## src/rtl/fifo_pack_pkg.sv

```systemverilog
// Shared definitions for the write-side byte packer feeding FIFO_syn.
// Holds the packer state encoding, default geometry and checksum seed.
package fifo_pack_pkg;

    localparam int LANES_DEF = 4;
    localparam int WIDTH_DEF = 8;

    localparam logic [7:0] CKSUM_SEED = 8'h00;

    typedef enum logic [1:0] {
        IDLE  = 2'd0,
        DATA  = 2'd1,
        CKSUM = 2'd2
    } state_t;

endpackage

```

## src/rtl/fifo_byte_packer.sv

```systemverilog
// Serializes 32-bit words LSB-byte-first into the FIFO write port and appends
// an XOR checksum byte per frame; holds winc/wdata stable while wfull is high.
module fifo_byte_packer
    import fifo_pack_pkg::*;
#(
    parameter int LANES = LANES_DEF,
    parameter int WIDTH = WIDTH_DEF,
    parameter int CNT_W = 16
) (
    input  logic                   wclk,
    input  logic                   rst_n,
    input  logic                   in_valid,
    output logic                   in_ready,
    input  logic [LANES*WIDTH-1:0] in_data,
    input  logic [1:0]             in_nbytes,
    input  logic                   in_last,
    output logic                   winc,
    output logic [WIDTH-1:0]       wdata,
    input  logic                   wfull,
    output logic                   frame_done,
    output logic [CNT_W-1:0]       frame_cnt
);

    state_t                 r_state;
    logic [LANES*WIDTH-1:0] r_word;
    logic [1:0]             r_nb;
    logic                   r_last;
    logic [1:0]             r_idx;
    logic [WIDTH-1:0]       r_cksum;
    logic                   r_frame_done;
    logic [CNT_W-1:0]       r_frame_cnt;

    state_t                 w_nxt_state;
    logic [LANES*WIDTH-1:0] w_nxt_word;
    logic [1:0]             w_nxt_nb;
    logic                   w_nxt_last;
    logic [1:0]             w_nxt_idx;
    logic [WIDTH-1:0]       w_nxt_cksum;
    logic                   w_nxt_frame_done;
    logic [CNT_W-1:0]       w_nxt_frame_cnt;

    logic [WIDTH-1:0]       w_byte;
    logic                   w_acc;
    logic                   w_word_end;

    // Current data byte, selected from registers only.
    always_comb begin
        w_byte = '0;
        for (int i = 0; i < LANES; i++) begin
            if (r_idx == i[1:0]) begin
                w_byte = r_word[i*WIDTH +: WIDTH];
            end
        end
    end

    assign w_acc      = winc && !wfull;
    assign w_word_end = (r_idx == r_nb);

    always_comb begin
        winc  = 1'b0;
        wdata = '0;
        unique case (r_state)
            DATA: begin
                winc  = 1'b1;
                wdata = w_byte;
            end
            CKSUM: begin
                winc  = 1'b1;
                wdata = r_cksum;
            end
            default: begin
                winc  = 1'b0;
                wdata = '0;
            end
        endcase
    end

    // A new word may enter while the last byte of a non-final word leaves.
    assign in_ready = (r_state == IDLE) ||
                      ((r_state == DATA) && w_acc && w_word_end && !r_last);

    always_comb begin
        w_nxt_state      = r_state;
        w_nxt_word       = r_word;
        w_nxt_nb         = r_nb;
        w_nxt_last       = r_last;
        w_nxt_idx        = r_idx;
        w_nxt_cksum      = r_cksum;
        w_nxt_frame_done = 1'b0;
        w_nxt_frame_cnt  = r_frame_cnt;
        unique case (r_state)
            IDLE: begin
                if (in_valid) begin
                    w_nxt_word  = in_data;
                    w_nxt_nb    = in_nbytes;
                    w_nxt_last  = in_last;
                    w_nxt_idx   = 2'd0;
                    w_nxt_state = DATA;
                end
            end
            DATA: begin
                if (w_acc) begin
                    w_nxt_cksum = r_cksum ^ w_byte;
                    if (r_idx < r_nb) begin
                        w_nxt_idx = r_idx + 2'd1;
                    end else if (r_last) begin
                        w_nxt_state = CKSUM;
                    end else if (in_valid) begin
                        w_nxt_word = in_data;
                        w_nxt_nb   = in_nbytes;
                        w_nxt_last = in_last;
                        w_nxt_idx  = 2'd0;
                    end else begin
                        w_nxt_state = IDLE;
                    end
                end
            end
            CKSUM: begin
                if (w_acc) begin
                    w_nxt_cksum      = WIDTH'(CKSUM_SEED);
                    w_nxt_frame_done = 1'b1;
                    w_nxt_frame_cnt  = r_frame_cnt + CNT_W'(1);
                    w_nxt_state      = IDLE;
                end
            end
            default: begin
                w_nxt_state = IDLE;
            end
        endcase
    end

    always_ff @(posedge wclk or negedge rst_n) begin
        if (!rst_n) begin
            r_state      <= IDLE;
            r_word       <= '0;
            r_nb         <= '0;
            r_last       <= 1'b0;
            r_idx        <= '0;
            r_cksum      <= WIDTH'(CKSUM_SEED);
            r_frame_done <= 1'b0;
            r_frame_cnt  <= '0;
        end else begin
            r_state      <= w_nxt_state;
            r_word       <= w_nxt_word;
            r_nb         <= w_nxt_nb;
            r_last       <= w_nxt_last;
            r_idx        <= w_nxt_idx;
            r_cksum      <= w_nxt_cksum;
            r_frame_done <= w_nxt_frame_done;
            r_frame_cnt  <= w_nxt_frame_cnt;
        end
    end

    assign frame_done = r_frame_done;
    assign frame_cnt  = r_frame_cnt;

endmodule

```

## config.mk

```make
export PLATFORM = sky130hd
export DESIGN_NAME = fifo_byte_packer
export DESIGN_NICKNAME = d
export VERILOG_FILES = /design/src/rtl/fifo_pack_pkg.sv /design/src/rtl/fifo_byte_packer.sv
export SDC_FILE = /design/constraint.sdc
export NUM_CORES = 1
export LEC_CHECK = 0
export ABC_AREA = 1
export CAP_MARGIN = 40
export CORE_UTILIZATION = 57
export CTS_CLUSTER_SIZE = 28
export DETAILED_ROUTE_END_ITERATION = 6
export DONT_BUFFER_PORTS = 1
export PLACE_DENSITY = 0.75
export SYNTH_ARGS = -nofsm -noshare
export SYNTH_HDL_FRONTEND = slang
export SYNTH_SLANG_ARGS = --single-unit
```

## constraint.sdc

```tcl
create_clock -name wclk -period 1.73 [get_ports wclk]
set_clock_uncertainty 0.15 [all_clocks]
set_input_delay 0.346 -clock wclk [delete_from_list [all_inputs] [get_ports wclk]]
set_output_delay 0.346 -clock wclk [all_outputs]
set_load 0.05 [all_outputs]
```

==> impl_results.md, run 1 <==
- Pre-CTS setup slack: -0.3293 ns
- Error msg: [ERROR DPL-0038] Utilization greater than 100%, impossible to legalize
- Placed Instances: 573
- Status: aborted with a tool error
- Num rows: 28
- CTS sink cnt: 64
- Avg Cell Area, Syn: 7.569 sq um
- Main flop type after synthesis: dfrtp_1
- Synth warnings: 0
- Number of I/O port buffers: 0
- Worst EP post-GRT repair: wdata[7]
- # IOs: 66
- Clock buffer depth: 2
- Syn_nets: 511
- Yosys cell types: 29
- Synth Register Bits: 64
- Initial Util: 59.07%
- Synth Area in Compound Gates: 10.73%
- Xor/xnor share of the synthesized area: 2.254%
- Main combinational cell family by area after synthesis: simple AND/OR/NAND/NOR gates
- Mux share of post-synthesis cell area: 0%
- Largest net degree at the start of global routing: 65
- Num CTS Buffers: 9
- Synthesized area: approximately 3500 sq um
- Gate Count Post-Synth: 462
- Fail Step: 5_1_grt
- Number of flops mapped to enable cells by yosys: 0
- Detailed Place HPWL: 6051 um
- Seq/Total Area, Yosys: 45.80%
- H-tree lvl count: 3
- Placer Congestion: 0.8108
- Root buffer cell: clkbuf_8
- Asr flop ratio synth: 100.0%
- Die Wd: roughly 80 um
- Simple-gate portion of the synthesized area: 30.48%
- Synth Area in Adders: 3.578%
- DIE HEIGHT: around 80 um
- Worst endpoint type: primary output
cells in the mapped netlist, drive strengths merged, types with 2 or more instances:
| library cell | number | area share (%) |
|---|---|---|
| a21oi | 30 | 4.3 |
| buf | 11 | 2.2 |
| clkbuf | 6 | 0.75 |
| dfrtp | 64 | 46 |
| ha | 10 | 3.6 |
| inv | 39 | 4.2 |
| nand2 | 177 | 19 |
| nand3 | 29 | 5.0 |
| nand4 | 4 | 0.72 |
| nor2 | 30 | 4.1 |
| nor3 | 3 | 0.43 |
| o21ai | 45 | 6.4 |
| or2 | 2 | 0.36 |
| xnor2 | 4 | 1.0 |
| xor2 | 5 | 1.3 |
logic make-up after synthesis:
group / count (synthesis)
AOI/OAI and AO/OA: 75
xor gates and xnor gates: 9
adders and majority gates: 10
buffers and inverters: 56
DFF: 64
and+or+nand+nor: 248
per-stage QoR:
| step | hold slack [ns] | instance area, sq um |
|---|---|---|
| floorplan | -0.09959 | 3710 |
| global placement | -0.09765 | 4207 |
| detailed placement | -0.09834 | 4207 |
| CTS | -0.4787 | 5250 |
repair_timing:
action / CTS
pin swaps: 35
gates resized for setup: 71
endpoints found under the hold margin: 98
endpoints found under the setup margin: 58
hold buffers: 34
setup buffers: 23
gates cloned: 4
==> run 2: changes to the inputs <==
CORE_UTILIZATION = 40   (was 57)
CTS_CLUSTER_SIZE = not set   (was 28)
PLACE_DENSITY = not set   (was 0.75)
PLACE_DENSITY_LB_ADDON = 0.15   (was not set)
clock period = 2.2 ns   (was 1.73 ns; I/O delays follow)
==> run 2 against run 1 <==
Compared with the run above:
- the flow now finishes, with violations (negative setup slack)
- synthesized cell count stayed put
- synthesized area stayed put
==> impl_results.md, run 2 <==
- Die Wd: 95.50 um (was 80.33 um)
- Core area: approximately 8300 sq um
- First-pass GRT wire length: 14040 um
- Placer Congestion: 0.8640 (was 0.8108)
- Register area: 1604 sq um
- Detailed Place HPWL: 5905 um (was 6051 um)
- Slew headroom: between 60% and 70%
- Layer carrying the most global-route usage: met1
- Most common cell after layout, fill and taps aside: nand2_1
- Max frequency: 402.8 MHz
- Fin crit period: 2.482 ns
- CP Class: register to primary output
- Gr ovfl total: 0
- CTS tree: yes
- Clock buffer depth: 2 (unchanged)
- Routed Antenna Nets: 0
- Syn_nets: 511 (unchanged)
- Synth cell count leaders: nand2_1 (175), dfrtp_1 (64), o21ai_0 (38) (unchanged)
- Post-route setup slack: -0.2824 ns
- Synth warnings: 0 (unchanged)
- Area Overhead vs Synth: 28.52%
- Hold Slack: 0.06078 ns
- Worst-path clk slew: 0.08 ns
- CTS sink cnt: 64 (unchanged)
- M1 GR Usage: 31.04%
- H-tree lvl count: 3 (unchanged)
- Seq/Total Area, Yosys: 45.80% (unchanged)
- R2r worst-path depth: 10
- Top Family by Delay on Critical Path: flip-flops
- Vias per Instance: 5.055
- Synth Register Bits: 64 (unchanged)
- Initial antenna violation count: 0
- M3 GR Usage: 4.067%
- Grt met2 use: 28.39%
- Via count: 3119
- Number of I/O port buffers: 0 (unchanged)
- HP Class: input port to register
- Number of flops mapped to enable cells by yosys: 0 (unchanged)
- CP endpoint kind: primary output
- # IOs: 66 (unchanged)
- Violated checks: negative setup slack
- Max FFs per register: 32
- Drt total wl: about 9200 um
- Critical path launch point type: register
- WP buf/inv: 2
- DIE HEIGHT: 95.50 um (was 80.33 um)
- Yosys cell types: 29 (unchanged)
- Synth top area share: 45.80% (unchanged)
- Critical path cell sequence: inv_4, ha_4, nand2_1, nand2_1, nand3_1, nand2_2, nand3_1, a21oi_2, buf_12
- FILL cells: 805
- Iteration-0 DRC Markers: 232
- Largest area contributor in the netlist: dfrtp_1 (unchanged)
- Share of cells above drive strength 1: 23.63%
- Drt drc: 0
- Worst-Skew Late Latency: between 0.3 and 0.4 ns
- Num CTS Buffers: 9 (unchanged)
- Status: finished with violations (was aborted with a tool error)
- Setup TNS: -1.966 ns
- Total track usage: 20.50%
- Asr flop ratio synth: 100.0% (unchanged)
- Diodes inserted: 0
- Biggest register: r_word
- Initial Util: 41.93% (was 59.07%)
- CP required: 1.61 ns
- Avg Cell Area, Syn: 7.569 sq um (unchanged)
- Unrepaired setup endpoints after global routing: true
- Final design utilization: 53.89%
- CP max-delay cell: dfrtp_2
- Root buffer cell: clkbuf_8 (unchanged)
- Most area-consuming cells after synthesis: dfrtp_1 (46%), nand2_1 (19%), o21ai_0 (5.4%) (unchanged)
- VDD IR max: 0.5766 mV
- Main flop type after synthesis: dfrtp_1 (unchanged)
- Lkg Pwr: 2.127 nW
- Period utilization: 112.8%
- Final nets: 556
- Die area: roughly 9000 sq um
- Synthesized area: 3497 sq um (unchanged)
- Power density cells: approximately 1700 nW/um^2
- Least-Margin Pin Slew: roughly 0.52 ns
- Gate Count Post-Synth: 462 (unchanged)
- Wire length per cell: 14.89 um
- Slew Viols, Final: 0
- Worst path depth: 9
- Critical Path Max Stage Delay: between 0.4 and 0.5 ns
- Count leader, synth: nand2_1 (unchanged)
- Maxcap violations: 0
- Vias in the first global route: 2883
- Highest-count cells in the layout ignoring fill and taps: nand2_1 (158), dfrtp_1 (62), buf_4 (34)
- Hold Fails Final Rpt: 0
- Hold Path Cell Cnt: 2
- Final setup fails: 9
- Area of the multi-input gates: 1883 sq um
- CP Max Fanout: 8
- Arrival @ worst endpoint: 1.89 ns
- Largest net degree at the start of global routing: 65
- Num rows: 33 (was 28)
- Drt first pass iters: 4
[run 2: cell counts after synthesis]
Identical to the previous run, type by type.
[run 2: logic make-up (layout without fill, tap and decap cells)]
family	after synthesis	in the layout	share of synthesized area, %
compound gates	75	75	10.73
buf+inv	56	103	7.155
xor+xnor	9	9	2.254
flops	64	64	45.80
simple gates	248	251	30.48
fa+ha+maj	10	10	3.578
[run 2: routing by layer]
metal | up-vias | wire (um) | share of wire [%]
li1 | 1571 | - | -
met1 | 1469 | 4574 | 50
met2 | 70 | 4089 | 44
met3 | 9 | 423 | 4.6
met4 | 0 | 103 | 1.1
met5 | - | 0 | 0
[run 2: area by class of cell]
cell class | instances | area share (%)
clock inverter | 5 | 1.420
multi-input combinational | 345 | 41.90
timing repair buffer | 48 | 11.28
inverter | 39 | 3.424
tap | 105 | 2.923
sequential | 64 | 35.69
clock buffer | 11 | 3.369
[run 2: worst paths after layout]
check	startpoint	end	slack [ns]
worst max register to register	r_idx[1]	r_word[4]	0.06
max in group asynchronous	rst_n	r_idx[0]	1.11
min in group asynchronous	rst_n	r_cksum[7]	0.46
worst max-delay path	r_idx[0]	wdata[7]	-0.28
worst min-delay path	in_data[25]	r_word[25]	0.06
worst min register to register	r_word[30]	r_word[30]	0.36
[run 2: report_power, final]
part,leakage (nW),internal [mW],total (mW),switching [mW]
Combinational,1.21,1.72,4.48,2.75
Clock,0.106,0.593,1.09,0.497
Sequential,0.807,1.65,1.97,0.316
[run 2: stage by stage]
stage / instance area, sq um / setup WS, ns / std cells / power (mW)
after floorplan: 3527 / -0.1247 / 462 / 4.408
after global placement: 3918 / -0.01802 / 585 / 5.369
after detailed placement: 3918 / -0.07105 / 585 / 5.441
after CTS: 4298 / -0.2594 / 608 / 6.903
after global routing: 4494 / -0.3749 / 617 / 8.088
final: 4494 / -0.2824 / 617 / 7.533
[run 2: repair_timing]
action                                  in CTS  in global routing
buffers inserted                             5                  6
pin swaps                                   12                 21
cloned                                       0                  3
endpoints found under the setup margin       9                 42
hold endpoints to repair                    64                  0
resized for setup                           26                 32
hold buffers                                 2                  0
[run 2: worst register-to-register path: stages, from the launching register on]
cell	delay (ns)
dfrtp_2	0.44
buf_4	0.16
buf_4	0.14
ha_4	0.27
a21oi_2	0.07
nand2_2	0.10
nand2_4	0.13
buf_12	0.17
buf_6	0.16
o21ai_0	0.19
nand2_1	0.07
No activity file was read; power rests on OpenSTA's default activity.
